===== src/rtl/hash_table_arbiter.sv =====
// Round-robin front end that shares one hash-table command port between several
// requesters and routes in-order read responses back through a tag FIFO.
module hash_table_arbiter #(
   parameter int NUM_REQUESTERS  = 4,
   parameter int WORD_WIDTH      = 32,
   parameter int MAX_OUTSTANDING = 4
) (
   input  logic                                 clk,
   input  logic                                 reset,
   input  logic [NUM_REQUESTERS*WORD_WIDTH-1:0] req_data_i,
   input  logic [NUM_REQUESTERS-1:0]            req_valid_i,
   output logic [NUM_REQUESTERS-1:0]            req_ready_o,
   output logic [WORD_WIDTH-1:0]                rsp_data_o,
   output logic [NUM_REQUESTERS-1:0]            rsp_valid_o,
   input  logic [NUM_REQUESTERS-1:0]            rsp_ready_i,
   output logic [WORD_WIDTH-1:0]                tbl_data_o,
   output logic                                 tbl_valid_o,
   input  logic                                 tbl_ready_i,
   input  logic [WORD_WIDTH-1:0]                tbl_data_i,
   input  logic                                 tbl_valid_i,
   output logic                                 tbl_ready_o,
   output logic                                 err_unexp_rsp_o,
   output logic [7:0]                           drop_cnt_o
);

   localparam int RR_W  = (NUM_REQUESTERS > 1) ? $clog2(NUM_REQUESTERS) : 1;
   localparam int PTR_W = (MAX_OUTSTANDING > 1) ? $clog2(MAX_OUTSTANDING) : 1;
   localparam int CNT_W = $clog2(MAX_OUTSTANDING + 1);

   typedef enum logic [1:0] {
      OP_ILLEGAL_LO = 2'b00,
      OP_READ       = 2'b01,
      OP_WRITE      = 2'b10,
      OP_ILLEGAL_HI = 2'b11
   } opcode_t;

   logic [WORD_WIDTH-1:0]     cmd_q;
   logic                      cmd_v;
   logic [RR_W-1:0]           rr_ptr;
   logic [RR_W-1:0]           tag_mem [MAX_OUTSTANDING];
   logic [PTR_W-1:0]          wr_ptr;
   logic [PTR_W-1:0]          rd_ptr;
   logic [CNT_W-1:0]          count;
   logic                      fifo_full;
   logic                      fifo_empty;
   logic                      slot_free;
   logic [NUM_REQUESTERS-1:0] eligible;
   logic                      grant_v;
   logic [RR_W-1:0]           grant_idx;
   logic [WORD_WIDTH-1:0]     grant_word;
   opcode_t                   grant_op;
   logic                      grant_legal;
   logic                      push;
   logic                      pop;
   logic                      unexp;
   logic [RR_W-1:0]           head;
   logic                      err_q;
   logic [7:0]                drop_q;

   function automatic logic [PTR_W-1:0] ptr_next(input logic [PTR_W-1:0] p);
      return (p == PTR_W'(MAX_OUTSTANDING - 1)) ? '0 : p + 1'b1;
   endfunction

   assign slot_free       = !cmd_v || tbl_ready_i;
   assign fifo_full       = (count == CNT_W'(MAX_OUTSTANDING));
   assign fifo_empty      = (count == '0);
   assign tbl_valid_o     = cmd_v;
   assign tbl_data_o      = cmd_q;
   assign err_unexp_rsp_o = err_q;
   assign drop_cnt_o      = drop_q;

   // A read is held back only by the registered count, so a pop this cycle frees space next cycle.
   always_comb begin
      eligible = '0;
      for (int unsigned r = 0; r < NUM_REQUESTERS; r++) begin
         eligible[r] = req_valid_i[r] &&
            !((req_data_i[r*WORD_WIDTH + WORD_WIDTH - 2 +: 2] == OP_READ) && fifo_full);
      end
   end

   always_comb begin
      int unsigned idx;
      grant_v   = 1'b0;
      grant_idx = '0;
      idx       = 0;
      for (int unsigned i = 0; i < NUM_REQUESTERS; i++) begin
         idx = (32'(rr_ptr) + i) % NUM_REQUESTERS;
         if (!grant_v && slot_free && !reset && eligible[idx]) begin
            grant_v   = 1'b1;
            grant_idx = RR_W'(idx);
         end
      end
   end

   always_comb begin
      grant_word  = req_data_i[grant_idx*WORD_WIDTH +: WORD_WIDTH];
      grant_op    = opcode_t'(grant_word[WORD_WIDTH-1 -: 2]);
      grant_legal = (grant_op == OP_READ) || (grant_op == OP_WRITE);
      push        = grant_v && (grant_op == OP_READ);
      req_ready_o = '0;
      if (grant_v) begin
         req_ready_o[grant_idx] = 1'b1;
      end
   end

   always_comb begin
      head        = tag_mem[rd_ptr];
      rsp_data_o  = tbl_data_i;
      rsp_valid_o = '0;
      tbl_ready_o = 1'b1;
      pop         = 1'b0;
      unexp       = 1'b0;
      if (!fifo_empty) begin
         tbl_ready_o = rsp_ready_i[head];
         pop         = tbl_valid_i && rsp_ready_i[head];
         if (!reset) begin
            rsp_valid_o[head] = tbl_valid_i;
         end
      end else begin
         unexp = tbl_valid_i;
      end
   end

   always_ff @(posedge clk) begin
      if (push) begin
         tag_mem[wr_ptr] <= grant_idx;
      end
   end

   always_ff @(posedge clk) begin
      if (reset) begin
         cmd_q  <= '0;
         cmd_v  <= 1'b0;
         rr_ptr <= '0;
         wr_ptr <= '0;
         rd_ptr <= '0;
         count  <= '0;
         err_q  <= 1'b0;
         drop_q <= '0;
      end else begin
         if (slot_free) begin
            cmd_v <= 1'b0;
            if (grant_v) begin
               rr_ptr <= (grant_idx == RR_W'(NUM_REQUESTERS - 1)) ? '0 : grant_idx + 1'b1;
               if (grant_legal) begin
                  cmd_q <= grant_word;
                  cmd_v <= 1'b1;
               end else if (drop_q != 8'hFF) begin
                  drop_q <= drop_q + 8'd1;
               end
            end
         end
         if (push) begin
            wr_ptr <= ptr_next(wr_ptr);
         end
         if (pop) begin
            rd_ptr <= ptr_next(rd_ptr);
         end
         if (push && !pop) begin
            count <= count + 1'b1;
         end else if (pop && !push) begin
            count <= count - 1'b1;
         end
         if (unexp) begin
            err_q <= 1'b1;
         end
      end
   end

endmodule

===== config.mk =====
export PLATFORM = sky130hd
export DESIGN_NAME = hash_table_arbiter
export DESIGN_NICKNAME = d
export VERILOG_FILES = /design/src/rtl/hash_table_arbiter.sv
export SDC_FILE = /design/constraint.sdc
export NUM_CORES = 1
export LEC_CHECK = 0
export ABC_AREA = 1
export BUFFER_PORTS_ARGS = -buffer_cell sky130_fd_sc_hd__buf_2
export CAP_MARGIN = 10
export CORE_MARGIN = 2
export CORE_UTILIZATION = 30
export DETAILED_ROUTE_END_ITERATION = 12
export PLACE_DENSITY = 0.61
export SYNTH_ARGS = -nofsm -noshare
export SYNTH_HDL_FRONTEND = slang
export SYNTH_SLANG_ARGS = --single-unit

===== constraint.sdc =====
create_clock -name clk -period 3.2 [get_ports clk]
set_input_delay 0.64 -clock clk [delete_from_list [all_inputs] [get_ports clk]]
set_output_delay 0.64 -clock clk [all_outputs]
set_load 0.02 [all_outputs]

[Word-level counts from Yosys, hierarchy flattened]
Memories as Yosys holds them, arrays and structs flattened. A register that Yosys moved wholly into a read port is not among the register bits.
Index checks and enable logic that the tools add are counted.
Word-level totals
  bits in writable memories: 8
  memories: 1
  input bits: 172
  flip-flop bits (word level): 51
Memory list
  tag_mem: words 4, width 2, read ports 1, clocked after Yosys merged registers in 1, write ports 1, line 40  | logic [RR_W-1:0] tag_mem [MAX_OUTSTANDING];
Cells by class
  $lt $le $gt $ge: 8
  bitwise logic cells: 2
  multiplexer cells: 39
  equal/unequal tests: 11
  reductions and logical operators: 43
  add/sub/neg operators: 9
  shift operators: 1
Operators with widths (count)
  variable part select 128 x 8 -> 32 bit: 1
  logical AND 1 bit: 25
  less-than comparator 2 x 3 -> 1 bit (second input constant): 6
  two-way mux 1 bit: 18
  two-way mux 2 bit: 9
  two-way mux 4 bit: 3
  logical NOT 1 bit: 11
  binary-select mux 1 bit (select 2 bit): 5
  equality test 2 x 1 -> 1 bit (second input constant): 5
  adder 2 x 1 -> 2 bit (second input constant): 4
  adder 8 x 1 -> 8 bit (second input constant): 1
  equality test 2 bit (second input constant): 4
  != test 8 bit (second input constant): 1
  two-way mux 3 bit: 2
  adder 2 bit (second input constant): 2
  bitwise AND 4 bit: 1
  demux 1 bit (select 2 bit): 2
  >= comparator 2 x 1 -> 1 bit (second input constant): 2
  AND reduction 4 bit: 1
  adder 3 x 1 -> 3 bit (second input constant): 1
  equality test 3 bit (second input constant): 1
  logical NOT 3 bit: 1
  AND reduction 3 bit: 1
  subtractor 3 x 1 -> 3 bit (second input constant): 1
  other kinds (4): 5

[Depth between registers and ports, before layout]
Gate-level depths: netlist of run 1.
  depth after elaboration: 30
  mapped depth: 30
  depth with buffers taken out: 28

[Worst setup path before layout of run 1]
Ideal clock, no wire load.
  path kind: input to register
  start point: input port tbl_ready_i
  end point: register count[1]
  required time: 3.080 ns
  path buffers: 2
  stages on the path: 20
  path slack: -0.270 ns
  data arrival time: 3.349 ns
  path through: nor2_1 > nor2_1 > o21ai_1 > nor2_1 > nand2_1 > nand2_1 > nand2_1 > buf_4 > buf_2 > nand2_1 > nand3_1 > and2_1 > ha_1 > nand2_1 > inv_1 > ha_1 > inv_1 > fa_1 > o21ai_0 > a21oi_1
Between the ends
  cells in the longest elaborated chain, start to end: 25
RTL lines
  start: declaration: line 18  | input logic tbl_ready_i,
  logical OR 1 bit (*): line 64  | assign slot_free = !cmd_v || tbl_ready_i;
  logical AND 1 bit (2 in a row): line 88  | if (!grant_v && slot_free && !reset && eligible[idx]) begin
  two-way mux 1 bit: line 88
  logical NOT 1 bit: line 88
  logical AND 1 bit (3 in a row): line 88
  two-way mux 1 bit: line 88
  logical NOT 1 bit: line 88
  logical AND 1 bit (3 in a row): line 88
  [... 5 more ...]
  two-way mux 2 bit: line 88
  variable part select 128 x 8 -> 32 bit: line 96  | grant_word = req_data_i[grant_idx*WORD_WIDTH +: WORD_WIDTH];
  equality test 2 x 1 -> 1 bit: line 99  | push = grant_v && (grant_op == OP_READ);
  logical AND 1 bit (*): line 99
  via push: line 53  | logic push;
  logical NOT 1 bit: line 161  | end else if (pop && !push) begin
  logical AND 1 bit: line 161
  nonzero test 2 bit (no line)
  end signal: assignment: line 160  | count <= count + 1'b1;
  end signal: assignment: line 162  | count <= count - 1'b1;
  end: declaration: line 43  | logic [CNT_W-1:0] count;
The timed path passes the listed nets; every way through them passes the cells marked *.
A chain may end at the register's enable or synchronous reset.

[Worst setup path after layout of run 1]
  start point: input port req_data_i[31]
  end point: output port req_ready_o[0]
Between the ends
  cells in the longest elaborated chain, start to end: 28
RTL lines
  start: declaration: line 10  | input logic [NUM_REQUESTERS*WORD_WIDTH-1:0] req_data_i,
  equality test 2 x 1 -> 1 bit (*): line 77  | !((req_data_i[r*WORD_WIDTH + WORD_WIDTH - 2 +: 2] == OP_READ) && fifo_full);
  logical AND 1 bit (*): line 77
  logical NOT 1 bit (*): line 77
  logical AND 1 bit (*): line 76  | eligible[r] = req_valid_i[r] &&
  binary-select mux 1 bit (select 2 bit): line 88
  two-way mux 1 bit (not written as such): line 88
  logical AND 1 bit: line 88
  two-way mux 1 bit: line 88
  [... 10 more ...]
  logical NOT 1 bit: line 88
  logical AND 1 bit (3 in a row): line 88
  two-way mux 2 bit: line 88
  less-than comparator 2 x 3 -> 1 bit (not written as such) or >= comparator 2 x 1 -> 1 bit (tied branches): line 102  | req_ready_o[grant_idx] = 1'b1;
  logical AND 1 bit (not written as such): line 102
  two-way mux 1 bit (not written as such): line 102
  demux 1 bit (select 2 bit): line 102
  two-way mux 4 bit (*): line 101  | if (grant_v) begin
  end: declaration: line 12  | output logic [NUM_REQUESTERS-1:0] req_ready_o,
Mark *: on every way between the ends. The rest lies on a longest branch, timed or not. The select of a mux whose other input is x is not followed.

==> flow_summary.ini, run 1 <==
[status]
status = complete, no violations

[setup_path]
rr_worst_depth = 25
rr_startpoint = count[1]
startpoint_type = input pin
crit-reg2reg-capture = count[2]
path_class = in -> out
cp_max_fo = 5
cp_data_arrival_time_ns = 2.46
reg2reg_slack_ns = 0.16
cp-end-kind = output pin
worstPathRequired_ns = 2.56

[clocking]
htree_levels = 3
hold_buffers = 0
clock_latency_ns = 0.33
cts_num_sinks = 61
cts_tree = built
path_clk_slew_ns = 0.05
cts_buffer_depth = 2
clock-root-buffer = clkbuf_16
cts_buffers = 9

[placed_design]
hpwl_um = 10800
numPortBuffers = 190
post-place-ws_ns = -0.344
place.gp.congestion = 0.817
dpl_cell_area_um2 = 6050

[synthesis]
syn-mean-instance-area_um2 = 6.17
ys.flop_type = dfxtp_1
synth_edf_count = 8
syn-num-nets = 986
yosys_warnings = 0
syn-instance-count = 801
ys_types = 38
synth_area_um2 = 4940
yosysSeqAreaShare_pct = 26.3
synth-seq-cells = 61
async_reset_ff_share_pct = 0

[routing]
vias = 5259
vias_per_cell = 4.38
wirelength_um = 14700
wl_per_cell_um = 12.2
postRouteAntennaNets = 0
dr.pass1.iters = 5
initialDrtViolationCount = 185
drc = 0

[die]
fp.dieH_um = 132
ioPinCount = 255
coreArea_um2 = 16000
die_x_um = 132
rows = 46
start_util_pct = 30.9
die-area_um2 = 17500

[min_path]
hold_path_startpoint = err_unexp_rsp_o
hold_depth = 1
hp-class = reg -> reg
hold_end = err_unexp_rsp_o

[layout]
multiInputGateArea_um2 = 2710
fin_util_pct = 41.7
diodes = 0
layout_common_cells = 186 x buf_2, 161 x inv_1, 141 x nand3_1, 136 x nand2_1, 75 x nor2_1
layout_commonest_cell = buf_2
area_growth_pct = 34.9
ff_latch_area_um2 = 1310
drive_gt1_share_pct = 33.0
fillers = 1723
num-nets-final = 1167
final_area_um2 = 6670

[timing]
fin_skew_ns = 0.00467
hold_viol_final = 0
timing.fmax_mhz = 323
timing.final.crit_share_pct = 96.9
timing.slew.headroom_pct = 67.8
setup_ws_ns = 0.101
fin_crit_ns = 3.10
drv_slew = 0
setup_viol = 0
worstMarginPinSlew_ns = 0.483
rsz0062_at_grt = yes

[pwr]
ir_drop_mv = 0.694
powerDensity_nw_per_um2 = 1240
p_leak_uw = 0.00378

[global_route]
grt_pass1_vias = 4720
antenna_found_initial = 0
grtUsageTotal_pct = 16.0
overflow = 0
grt_pass1_wl_um = 22700
grt_max_degree = 44

[job]
cap_violations = 0
==> flip-flops by register name (all words and copies together) (netlist names), named ones only <==
| signal | flops |
|---|---|
| count | 3 |
| tbl_data_o | 32 |
| err_unexp_rsp_o | 1 |
| wr_ptr | 2 |
| tag_mem | 8 |
| rd_ptr | 2 |
| rr_ptr | 2 |
| drop_cnt_o | 8 |
| tbl_valid_o | 1 |
==> how the worst max path moves through the flow <==
stage / from / end / cells after the start
6_report: req_data_i[31] / req_ready_o[0] / 18
5_1_grt: count[1] / count[2] / 25
4_1_cts: req_data_i[63] / req_ready_o[2] / 17
3_5_place_dp: req_data_i[63] / count[2] / 24
3_3_place_gp: req_data_i[63] / count[2] / 24
2_1_floorplan: req_data_i[62] / count[2] / 26
==> kinds of logic after synthesis <==
logic type	after synthesis	share of synthesized area (%)
and+or+nand+nor	448	42.5
buffers and inverters	241	22.7
DFF	61	26.3
AOI/OAI and AO/OA	32	3.59
adders and majority gates	13	3.44
xor gates and xnor gates	6	1.44
==> synthesized netlist by cell type (all sizes together), types with 8 or more instances <==
| cell type | count | area, um^2 |
|---|---|---|
| nand3b | 31 | 233 |
| inv | 167 | 632 |
| edfxtp | 8 | 240 |
| a21oi | 14 | 70.1 |
| buf | 68 | 469 |
| nand2 | 151 | 593 |
| ha | 12 | 150 |
| nand3 | 159 | 806 |
| nor2 | 94 | 393 |
| dfxtp | 53 | 1060 |
| o21ai | 14 | 73.8 |
==> worst max-delay path, cell delays in order <==
cell	delay (ns)
buf_2	0.11
nor2_2	0.16
nand3_2	0.09
nand3_1	0.10
nand2_2	0.09
nand2_1	0.06
nand2_1	0.06
nand2_2	0.07
nand2_2	0.06
nand2_4	0.11
buf_6	0.11
nand4_1	0.12
nand2_4	0.14
buf_6	0.11
ha_1	0.13
inv_1	0.04
nor2_2	0.11
buf_6	0.13
==> what timing repair did <==
action                                  CTS  global route
pin swaps                                 1            16
endpoints found under the setup margin    5            15
cloned                                    0             1
setup buffers                             1            10
resized for setup                        14            48
==> metal layers <==
metal | vias up | wire length (um) | GRT usage (%)
met5 | - | 0 | 0
met4 | 0 | 165 | 4.90
met3 | 12 | 1110 | 4.31
met2 | 188 | 6630 | 26.5
met1 | 2263 | 6760 | 20.2
li1 | 2796 | - | -
==> where the power goes <==
part | switching (uW) | internal [uW]
registers | 130 | 1040
clock network | 340 | 593
logic | 3730 | 2460
==> area by class of cell <==
cell class | count | share of cell area, %
flip-flops and latches | 61 | 19.6
well taps | 216 | 4.05
clock inverters | 5 | 0.788
clock buffers | 10 | 3.43
multi-input cells | 499 | 40.6
repair buffers | 244 | 22.0
inverters | 167 | 9.51
==> stage by stage <==
step | hold slack (ns) | power (uW) | instances | TNS, ns
finish | 0.465 | 8290 | 1202 | 0
global route | 0.501 | 9130 | 1202 | -0.250
CTS | 0.472 | 7940 | 1191 | 0
detailed placement | 0.460 | 6830 | 1175 | -8.00
global placement | 0.448 | 6800 | 1175 | -6.11
floorplan | 0.482 | 5500 | 801 | -0.138
Power figures use the tool's default switching activity.
==> run 2: changes to the inputs <==
Settings changed: CORE_ASPECT_RATIO set to 0.75, CTS_CLUSTER_SIZE set to 20, RECOVER_POWER set to 100.
==> run 2 against run 1 <==
Critical path depth is the same; clock-buffer cell count grew 2; non-clock buffer count shrank 8; design area shrank 1.2%; largest cell class unchanged; largest power group unchanged.
==> flow_summary.ini, run 2 (synthesis gave the netlist of run 1 again) <==
[die]
ioPinCount = 255
die_x_um = 152
start_util_pct = 30.8
coreArea_um2 = 16100
die-area_um2 = 17500
fp.dieH_um = 115
rows = 40

[status]
status = complete, no violations

[clocking]
path_clk_slew_ns = 0.05
cts_buffer_depth = 2
clock_latency_ns = 0.33
htree_levels = 3
cts_buffers = 9
clock-root-buffer = clkbuf_16
cts_num_sinks = 61
hold_buffers = 0
cts_tree = built

[setup_path]
path_class = reg -> out
worst_path_max_delay_cell = dfxtp_4
rr_worst_depth = 27
slowest_delay_ns = 0.35
startpoint_type = register
reg2reg_slack_ns = 0.10
worstPathRequired_ns = 2.56
cp_data_arrival_time_ns = 2.48
path_cells = nor2_4 -> nand3_2 -> nand3_2 -> nand2_1 -> nand2_1 -> nand2_1 -> nand2_2 -> nand2_2 -> nand2_4 -> nand2_4 -> nand2_4 -> nand2_8 -> buf_12 -> inv_2 -> ha_1 -> inv_1 -> nor2_2 -> buf_6
crit-reg2reg-capture = count[2]
cp_max_fo = 8
rr_startpoint = count[0]
critPathBufInv = 4
cp-end-kind = output pin
critical-path-top-delay-family = simple AND/OR/NAND/NOR gates

[job]
cap_violations = 0

[layout]
layout_common_cells = 160 x inv_1, 145 x buf_2, 141 x nand3_1, 138 x nand2_1, 75 x nor2_1
layout_commonest_cell = inv_1
drive_gt1_share_pct = 28.2
fillers = 1747
fin_util_pct = 41.0
largest_register_ffs = 32
area_growth_pct = 33.3
num-nets-final = 1159
final_area_um2 = 6590
diodes = 0

[global_route]
antenna_found_initial = 0
grtUsageTotal_pct = 16.1
overflow = 0
grt_max_degree = 40
grt_pass1_vias = 4809
grt_pass1_wl_um = 23100

[min_path]
hold_depth = 1
hold_path_startpoint = err_unexp_rsp_o
hp-class = reg -> reg
hold_end = err_unexp_rsp_o

[pwr]
p_int_uw = 4070
ir_drop_mv = 0.899
clkPwrFrac_pct = 11.7
p_comb_share_pct = 74.0
seq_power_share_pct = 14.3
sw_frac_of_total_pct = 51.1
powerDensity_nw_per_um2 = 1260
p_sw_uw = 4260
p_leak_uw = 0.00359

[routing]
drc = 0
wl_per_cell_um = 12.5
wirelength_um = 14900
initialDrtViolationCount = 335
vias = 5312
dr.pass1.iters = 5
vias_per_cell = 4.47
postRouteAntennaNets = 0

[timing]
setup_ws_ns = 0.0837
holdWs_ns = 0.473
timing.slew.headroom_pct = 67.6
fin_skew_ns = 0.00820
drv_slew = 0
fin_crit_ns = 3.12
hold_viol_final = 0
rsz0062_at_grt = yes
worstMarginPinSlew_ns = 0.486
timing.final.crit_share_pct = 97.4
timing.fmax_mhz = 321
setup_viol = 0

[placed_design]
post-place-ws_ns = -0.220
place.gp.congestion = 0.822
hpwl_um = 10500
dpl_cell_area_um2 = 5960
numPortBuffers = 190
-- run 2: per-stage QoR --
stage / instances / setup TNS, ns / power [uW]
3_3_place_gp: 1159 / -0.746 / 6620
5_1_grt: 1189 / -0.381 / 9190
6_report: 1189 / 0 / 8330
4_1_cts: 1177 / 0 / 7800
3_5_place_dp: 1159 / -2.39 / 6680
2_1_floorplan: 801 / -0.138 / 5500
-- run 2: worst max path at each step --
| stage | to | cells past startpoint | slack (ns) | from |
|---|---|---|---|---|
| after floorplan | count[2] | 26 | -0.07 | req_data_i[62] |
| after global placement | count[2] | 27 | -0.16 | req_data_i[126] |
| after detailed placement | count[2] | 27 | -0.22 | req_data_i[126] |
| after CTS | req_ready_o[1] | 16 | 0.01 | count[1] |
| after global routing | count[2] | 26 | -0.13 | count[0] |
| final | req_ready_o[1] | 18 | 0.08 | count[0] |
-- run 2: worst register-to-register path: cells and delay by family, from the launching register on --
family	cells	cell delay, ns
buffers and inverters	4	0.30
AND/OR/NAND/NOR	18	1.54
flip-flops	1	0.35
adder cells (fa/ha/maj)	3	0.63
AO/OA/AOI/OAI	2	0.19
-- run 2: area by class of cell --
| cell class | instances | area, um^2 | share of cell area (%) |
|---|---|---|---|
| Timing Repair Buffer | 236 | 1360 | 20.6 |
| Inverter | 167 | 634 | 9.62 |
| Sequential cell | 61 | 1310 | 19.9 |
| Clock buffer | 12 | 246 | 3.74 |
| Tap cell | 210 | 263 | 3.99 |
| Multi-Input combinational cell | 499 | 2730 | 41.4 |
| Clock inverter | 4 | 48.8 | 0.740 |
-- run 2: routing by layer --
layer | vias to the layer above | wire (um) | track usage (%)
li1 | 2779 | - | -
met4 | 0 | 175 | 3.68
met2 | 190 | 6560 | 25.5
met3 | 16 | 1050 | 5.01
met5 | - | 0 | 0
met1 | 2327 | 7070 | 21.7
-- run 2: what timing repair did --
item / CTS / global route
pin swaps: 4 / 22
setup buffers: 2 / 10
endpoints found under the setup margin: 4 / 10
resized for setup: 12 / 53
cloned: 0 / 2
-- run 2: power by group through the flow --
stage / combinational (uW) / sequential, uW / clock, uW
after floorplan: 4200 / 1310 / 0
after global placement: 5440 / 1180 / 0
after detailed placement: 5490 / 1190 / 0
after CTS: 5620 / 1180 / 1010
after global routing: 6930 / 1220 / 1050
final: 6170 / 1190 / 971
